==> config.mk <==
export PLATFORM = sky130hd
export DESIGN_NAME = txd_ctrl
export DESIGN_NICKNAME = d
export VERILOG_FILES = /design/src/rtl/uart_pkg.sv /design/src/rtl/txd_ctrl.sv
export SDC_FILE = /design/constraint.sdc
export NUM_CORES = 1
export LEC_CHECK = 0
export ABC_AREA = 1
export CAP_MARGIN = 0
export CORE_MARGIN = 10
export CORE_UTILIZATION = 50
export DETAILED_ROUTE_END_ITERATION = 16
export PLACE_DENSITY = 0.83
export SYNTH_ARGS = -nofsm -noshare
export SYNTH_HDL_FRONTEND = slang
export SYNTH_SLANG_ARGS = --single-unit
==> constraint.sdc <==
create_clock -name clk -period 1.85 [get_ports clk]
set_input_delay 0.2775 -clock clk [delete_from_list [all_inputs] [get_ports clk]]
set_output_delay 0.2775 -clock clk [all_outputs]
set_load 0.03 [all_outputs]
==> src/rtl/uart_pkg.sv <==
// Shared UART definitions: transmit FSM states, line levels, default frame shape.
// Latency: none (types and constants only).
// Backpressure: not applicable; used by txd_ctrl, txd_clk and the future receiver.
package uart_pkg;

    // Transmit controller states, in frame order.
    typedef enum logic [2:0] {
        TXD_IDLE   = 3'd0,
        TXD_START  = 3'd1,
        TXD_DATA   = 3'd2,
        TXD_PARITY = 3'd3,
        TXD_STOP   = 3'd4
    } txd_state_t;

    // Line levels: the line rests at mark, a frame opens with a space.
    localparam logic UART_IDLE_LVL  = 1'b1;
    localparam logic UART_START_LVL = 1'b0;

    // Default frame shape, 8 data bits and 1 stop bit.
    localparam int UART_DATA_BITS = 8;
    localparam int UART_STOP_BITS = 1;

endpackage

==> src/rtl/txd_ctrl.sv <==
// UART transmit FSM: byte in over valid/ready, start/data/[parity]/stop out on txd; parity with TXD_PARITY_EN.
// Latency: txd falls and tx_start pulses one cycle after accept; each bit changes one cycle after its bps_clk pulse.
// Backpressure: tx_ready is low for the whole frame and for the tx_done cycle, so frames are spaced by one idle cycle.
module txd_ctrl
    import uart_pkg::*;
#(
    parameter int DATA_BITS  = UART_DATA_BITS,
    parameter int STOP_BITS  = UART_STOP_BITS,
    parameter int PARITY_ODD = 0
) (
    input  logic       clk,
    input  logic       rst,
    input  logic       tx_valid,
    output logic       tx_ready,
    input  logic [7:0] tx_data,
    input  logic       bps_clk,
    output logic       tx_start,
    output logic       tx_done,
    output logic       tx_busy,
    output logic       txd
);

    localparam logic [2:0] LAST_BIT  = 3'(DATA_BITS - 1);
    localparam logic       LAST_STOP = 1'(STOP_BITS - 1);

    txd_state_t state_q, state_d;
    logic [7:0] shift_q, shift_d;
    logic [2:0] bit_cnt_q, bit_cnt_d;
    logic       stop_cnt_q, stop_cnt_d;
    logic       txd_q, txd_d;
    logic       tx_start_q, tx_start_d;
    logic       tx_done_q, tx_done_d;
    logic       tx_busy_q, tx_busy_d;
    logic       accept;

`ifdef TXD_PARITY_EN
    localparam logic [7:0] DATA_MASK = 8'((1 << DATA_BITS) - 1);
    logic       parity_q, parity_d;
`else
    logic       unused_parity_cfg;
    assign unused_parity_cfg = (PARITY_ODD != 0);
`endif

    // Holding ready low on the tx_done cycle keeps tx_start and tx_done apart.
    assign tx_ready = (state_q == TXD_IDLE) && !tx_done_q;
    assign accept   = tx_valid && tx_ready;

    // Next-state, shift register, counters and registered line outputs.
    always_comb begin
        state_d    = state_q;
        shift_d    = shift_q;
        bit_cnt_d  = bit_cnt_q;
        stop_cnt_d = stop_cnt_q;
        txd_d      = txd_q;
        tx_start_d = 1'b0;
        tx_done_d  = 1'b0;
        tx_busy_d  = tx_busy_q;
`ifdef TXD_PARITY_EN
        parity_d   = parity_q;
`endif
        case (state_q)
            TXD_IDLE: begin
                if (accept) begin
                    shift_d    = tx_data;
`ifdef TXD_PARITY_EN
                    parity_d   = (^(tx_data & DATA_MASK)) ^ (PARITY_ODD != 0);
`endif
                    txd_d      = UART_START_LVL;
                    tx_start_d = 1'b1;
                    tx_busy_d  = 1'b1;
                    state_d    = TXD_START;
                end
            end
            TXD_START: begin
                if (bps_clk) begin
                    txd_d     = shift_q[0];
                    bit_cnt_d = 3'd0;
                    state_d   = TXD_DATA;
                end
            end
            TXD_DATA: begin
                if (bps_clk) begin
                    if (bit_cnt_q == LAST_BIT) begin
`ifdef TXD_PARITY_EN
                        txd_d      = parity_q;
                        state_d    = TXD_PARITY;
`else
                        txd_d      = UART_IDLE_LVL;
                        stop_cnt_d = 1'b0;
                        state_d    = TXD_STOP;
`endif
                    end else begin
                        shift_d   = shift_q >> 1;
                        txd_d     = shift_q[1];
                        bit_cnt_d = bit_cnt_q + 3'd1;
                    end
                end
            end
            TXD_PARITY: begin
                if (bps_clk) begin
                    txd_d      = UART_IDLE_LVL;
                    stop_cnt_d = 1'b0;
                    state_d    = TXD_STOP;
                end
            end
            TXD_STOP: begin
                if (bps_clk) begin
                    if (stop_cnt_q == LAST_STOP) begin
                        tx_done_d = 1'b1;
                        tx_busy_d = 1'b0;
                        state_d   = TXD_IDLE;
                    end else begin
                        stop_cnt_d = 1'b1;
                    end
                end
            end
            default: begin
                txd_d     = UART_IDLE_LVL;
                tx_busy_d = 1'b0;
                state_d   = TXD_IDLE;
            end
        endcase
    end

    // State register; reset abandons any frame in flight without a tx_done.
    always_ff @(posedge clk) begin
        if (rst) begin
            state_q    <= TXD_IDLE;
            shift_q    <= 8'd0;
            bit_cnt_q  <= 3'd0;
            stop_cnt_q <= 1'b0;
            txd_q      <= UART_IDLE_LVL;
            tx_start_q <= 1'b0;
            tx_done_q  <= 1'b0;
            tx_busy_q  <= 1'b0;
`ifdef TXD_PARITY_EN
            parity_q   <= 1'b0;
`endif
        end else begin
            state_q    <= state_d;
            shift_q    <= shift_d;
            bit_cnt_q  <= bit_cnt_d;
            stop_cnt_q <= stop_cnt_d;
            txd_q      <= txd_d;
            tx_start_q <= tx_start_d;
            tx_done_q  <= tx_done_d;
            tx_busy_q  <= tx_busy_d;
`ifdef TXD_PARITY_EN
            parity_q   <= parity_d;
`endif
        end
    end

    assign txd      = txd_q;
    assign tx_start = tx_start_q;
    assign tx_done  = tx_done_q;
    assign tx_busy  = tx_busy_q;

endmodule

==> impl_metrics.yaml, run 1 <==
layout:
  areaGrowthSynthToFinish_pct: 20.20
  register_area_sq_um: 360.3
  fin_area_sq_mm: 0.001191
  layout_commonest_cell: "nand2_1"
  diodes: 0
  fin_nets: 184
  multi_input_area_sq_um: 518.0
  drive_above_1_share_pct: 10.12
  layout_common_cells: "nand2_1, nor2_1, inv_1, dfxtp_1, clkdlybuf4s50_1"
  n_fill_cell: 177
die:
  core_sq_mm: 0.001922
  io_pins: 17
  initial_utilization_pct: 51.56
  die_x_um: 64.52
  die_area_sq_mm: 0.004163
  fp.dieH_um: 64.52
  rows: 16
cts:
  cts_tree: "yes"
  htree_num_levels: 1
  clockBufferDepth: 2
  cts_setup_buffers: 0
  clk-insertion-delay-late_ns: 0.29
  path_clk_slew_ns: 0.10
  cts_resized: 1
  cts_sinks: 18
  hold_buffers: 0
  cts_root_buffer: "clkbuf_4"
  cts_buffers: 3
setup_path:
  regToRegSetupSlack_ns: 0.43
  crit_arrival_ns: 1.43
  critPathBufInv: 1
  cp_max_fo: 4
  max_stage_delay_ns: 0.71
  slowest_stage: "clkdlybuf4s50_1"
  cpLargestDelayFamily: "buffers and inverters"
  path_class: "reg2out"
  critPathCaptureType: "output port"
  crit_chain: "clkdlybuf4s50_1"
  r2r_start: "bit_cnt_q[0]"
  critical_path_required_ns: 1.57
  cp-start-kind: "register"
  ff2ff_path_depth: 9
  rr_endpoint: "shift_q[2]"
detailed_routing:
  viasPerCell: 4.538
  first_pass_iters: 4
  dr_total_vias: 885
  drtIter0Drc: 24
  wire_per_inst_um: 10.09
  ant_nets: 0
  drc: 0
  wl_mm: 1.968
timing:
  maxSlewViolCount: 0
  skew_ns: 0.005432
  fin_crit_sh_pct: 92.28
  worst_slew_pin_slew_ns: 0.4121
  setup_viol: 0
  hold_viol: 0
  fin_tns_setup_ns: 0
  slew-limit-headroom_pct: 72.50
  fin_crit_ns: 1.707
  fmax_ghz: 0.5858
  rsz0062_at_grt: "no"
  post-route-worst-setup-slack_ns: 0.1429
global_routing:
  grt_usage_pct: 10.06
  grt_pass1_wl_mm: 3.525
  grt_start_max_net_pins: 17
  grt_overflow_total: 0
  antenna_found_initial: 0
  grt_pass1_vias: 867
synth:
  syn_nets: 164
  ys_types: 21
  yosys_warnings: 0
  ys_seq_area_share_pct: 36.36
  syn_area_sq_um: 991.0
  ys_ff_latch: 18
  postSynthCellCount: 150
  post_synth.cell_area_avg_sq_um: 6.606
place:
  gp_congestion: 0.9256
  dp_slack_ns: 0.2059
  place.port_buffers: 16
  dpl_cell_area_sq_mm: 0.001170
  dpl.hpwl_mm: 1.561
min_path:
  hold_depth: 2
  min_from: "txd"
  hold_end: "txd"
  hold_path_class: "reg2reg"
run:
  cap_violations: 0
outcome:
  status: "complete, no violations"
power:
  power_density_mw_per_mm2: 1693
  ir_worst_vdd_v: 0.0009616
  p_leak_nw: 0.5888
state kept, by name, summed over array words and instances, names as in the netlist:
register,count
tx_busy,1
tx_start,1
shift_q,8
tx_done,1
txd,1
bit_cnt_q,3
state_q,3
synthesized netlist by cell type:
cell type | count | area share (%)
o22ai_1 | 1 | 0.63
nand3_4 | 1 | 1.8
buf_6 | 2 | 2.3
nor2_1 | 29 | 11
dfxtp_1 | 18 | 36
nand2_4 | 2 | 2.3
nor3_1 | 2 | 1.0
o21ai_1 | 2 | 1.0
a21oi_1 | 5 | 2.5
ha_1 | 2 | 2.5
nand3b_1 | 1 | 0.76
clkbuf_4 | 1 | 0.76
nor2_4 | 1 | 1.1
o21ai_0 | 8 | 4.0
nor2_2 | 1 | 0.63
nand2_2 | 4 | 2.5
o21ai_4 | 1 | 1.6
nand3_1 | 8 | 4.0
nand2_1 | 39 | 15
inv_2 | 2 | 0.76
inv_1 | 20 | 7.6
through the flow:
| stage | utilization, % | hold slack [ns] | total power, W | cells |
|---|---|---|---|---|
| after global placement | 60.87 | 0.4515 | 0.001815 | 192 |
| after detailed placement | 60.87 | 0.4661 | 0.001847 | 192 |
| after global routing | 61.98 | 0.5092 | 0.002251 | 195 |
| final | 61.98 | 0.4862 | 0.002016 | 195 |
| after CTS | 61.98 | 0.4834 | 0.002030 | 195 |
| after floorplan | - | 0.3466 | 0.001600 | 150 |
cell families after synthesis:
logic type / after synthesis / share of synthesized area, %
buffers and inverters: 25 / 11.36
adders and majority gates: 2 / 2.525
DFF: 18 / 36.36
and+or+nand+nor: 88 / 39.90
AOI/OAI and AO/OA: 17 / 9.849
report_power, final:
part / leakage, nW / internal, W / switching [W] / total (W)
sequential: 0.149 / 0.000542 / 0.0000833 / 0.000625
clock: 0.0138 / 0.0000758 / 0.000122 / 0.000197
combinational: 0.426 / 0.000444 / 0.000749 / 0.00119
worst max path at each step:
| stage | from | slack [ns] | end | cells past startpoint |
|---|---|---|---|---|
| 6_report | tx_done | 0.14 | tx_done | 1 |
| 5_1_grt | state_q[0] | 0.02 | tx_ready | 4 |
| 4_1_cts | tx_done | 0.13 | tx_done | 1 |
| 3_5_place_dp | state_q[0] | 0.21 | tx_ready | 4 |
| 3_3_place_gp | state_q[0] | 0.22 | tx_ready | 4 |
| 2_1_floorplan | state_q[0] | 0.46 | tx_ready | 3 |
final cells by class:
cell class              count  area share, %
repair buffers             18          14.60
flip-flops and latches     18          30.25
well taps                  27          2.836
clock buffers               3          1.891
inverters                  22          6.933
multi-input cells         107          43.49
metal layers:
metal	track usage, %	part of all wire (%)	vias up
met3	1.890	2.9	4
met5	0	0	-
li1	-	-	500
met2	17.49	46	12
met4	4.011	1.5	0
met1	11.81	50	369
Power figures use the tool's default switching activity.
==> run 2, diff against run 1 <==
--- a/config.mk
+++ b/config.mk
@@ -9,7 +9,9 @@
 export CAP_MARGIN = 0
 export CORE_MARGIN = 10
 export CORE_UTILIZATION = 50
+export CTS_CLUSTER_SIZE = 10
 export DETAILED_ROUTE_END_ITERATION = 16
+export GPL_ROUTABILITY_DRIVEN = 0
 export PLACE_DENSITY = 0.83
 export SYNTH_ARGS = -nofsm -noshare
 export SYNTH_HDL_FRONTEND = slang
==> impl_metrics.yaml, run 2 (synthesis gave the netlist of run 1 again) <==
die:
  core_sq_mm: 0.001922
  die_x_um: 64.52
  die_area_sq_mm: 0.004163
  rows: 16
  io_pins: 17
  fp.dieH_um: 64.52
  initial_utilization_pct: 51.56
power:
  p_int_w: 0.001054
  p_clk_share_pct: 9.6
  combPwrFrac_pct: 60.1
  netSwitchingFraction_pct: 47.63
  p_leak_nw: 0.5890
  p_seq_share_pct: 30.3
  ir_worst_vdd_v: 0.0008329
  p_switching_w: 0.0009586
  power_density_mw_per_mm2: 1689
  finalPower_w: 0.002012
min_path:
  hold_depth: 2
  hold_path_class: "reg2reg"
timing:
  post-route-worst-setup-slack_ns: 0.1350
  slew-limit-headroom_pct: 70.48
  fin_crit_ns: 1.715
  holdWs_ns: 0.4821
  worst_slew_pin_slew_ns: 0.4422
  fin_crit_sh_pct: 92.70
  fmax_ghz: 0.5831
  hold_viol: 0
  skew_ns: 0.005226
  setup_viol: 0
  rsz0062_at_grt: "no"
  maxSlewViolCount: 0
  fin_tns_setup_ns: 0
setup_path:
  max_stage_delay_ns: 0.71
  cp_max_fo: 4
  crit_chain: "clkdlybuf4s50_1"
  crit_arrival_ns: 1.44
  critPathBufInv: 1
  critPathCaptureType: "output port"
  slowest_stage: "clkdlybuf4s50_1"
  cpLargestDelayFamily: "buffers and inverters"
  cp-start-kind: "register"
  critical_path_required_ns: 1.57
  ff2ff_path_depth: 9
  cp.depth: 1
  path_class: "reg2out"
detailed_routing:
  drc: 0
  viasPerCell: 4.887
  first_pass_iters: 4
  wl_mm: 2.048
  dr_total_vias: 953
  ant_nets: 0
  drtIter0Drc: 32
  wire_per_inst_um: 10.50
place:
  dp_slack_ns: 0.2130
  placed_cells: 192
  place.port_buffers: 16
  dpl.hpwl_mm: 1.564
layout:
  layout_commonest_cell: "nand2_1"
  diodes: 0
  regMostFlops: "shift_q"
  top_regs: "shift_q x8, bit_cnt_q x3, state_q x3"
  fin_cells: 195
  register_area_sq_um: 360.3
  n_fill_cell: 176
  multi_input_area_sq_um: 518.0
  layout_common_cells: "nand2_1, nor2_1, inv_1, dfxtp_1, clkdlybuf4s50_1"
  largest_reg_flops: 8
  drive_above_1_share_pct: 10.12
  fin_nets: 184
  areaGrowthSynthToFinish_pct: 20.20
global_routing:
  grt_overflow_total: 0
  antenna_found_initial: 0
  grt_pass1_wl_mm: 3.622
  grt_usage_pct: 10.26
  grt_start_max_net_pins: 17
  grt_pass1_vias: 893
run:
  cap_violations: 0
cts:
  cts_buffers: 3
  htree_num_levels: 1
  cts_sinks: 18
  clockBufferDepth: 2
  hold_buffers: 0
  cts_root_buffer: "clkbuf_4"
  cts_tree: "yes"
  path_clk_slew_ns: 0.10
  clk-insertion-delay-late_ns: 0.29
outcome:
  status: "complete, no violations"
[run 2: cell counts in the layout (fill, tap and decap cells not counted)]
No cell type changed its count.
[run 2: power by group through the flow]
stage | Combinational (W) | Sequential, W | Clock, W
floorplan | 0.000932 | 0.000668 | 0
global placement | 0.00119 | 0.000614 | 0
detailed placement | 0.00122 | 0.000620 | 0
CTS | 0.00121 | 0.000611 | 0.000196
global route | 0.00138 | 0.000633 | 0.000216
finish | 0.00121 | 0.000610 | 0.000192
[run 2: final cells by class]
class / instances / area share [%]
flip-flops and latches: 18 / 30.25
repair buffers: 18 / 14.60
inverters: 22 / 6.933
clock buffers: 3 / 1.891
multi-input cells: 107 / 43.49
well taps: 27 / 2.836
[run 2: final timing paths]
| kind | endpoint | start | slack, ns |
|---|---|---|---|
| worst max-delay path | tx_done | tx_done | 0.13 |
| worst min-delay path | tx_busy | tx_busy | 0.48 |
| worst min register to register | tx_busy | tx_busy | 0.48 |
| worst max register to register | shift_q[2] | bit_cnt_q[0] | 0.40 |
[run 2: repair_timing]
item,4_1_cts,5_1_grt
resized for setup,1,0
setup endpoints to repair,1,0
buffers inserted,0,0
[run 2: per-stage QoR]
step,instance area [sq um],util (%)
finish,1191,61.98
global route,1191,61.98
CTS,1191,61.98
detailed placement,1170,60.87
global placement,1170,60.87
floorplan,991.0,-
[run 2: per-layer routing]
metal / part of all wire (%) / wire length (um) / GRT usage [%]
met3: 6.1 / 124 / 2.749
met2: 47 / 966 / 16.75
met1: 45 / 917 / 11.89
met4: 2.0 / 40 / 5.615
met5: 0 / 0 / 0
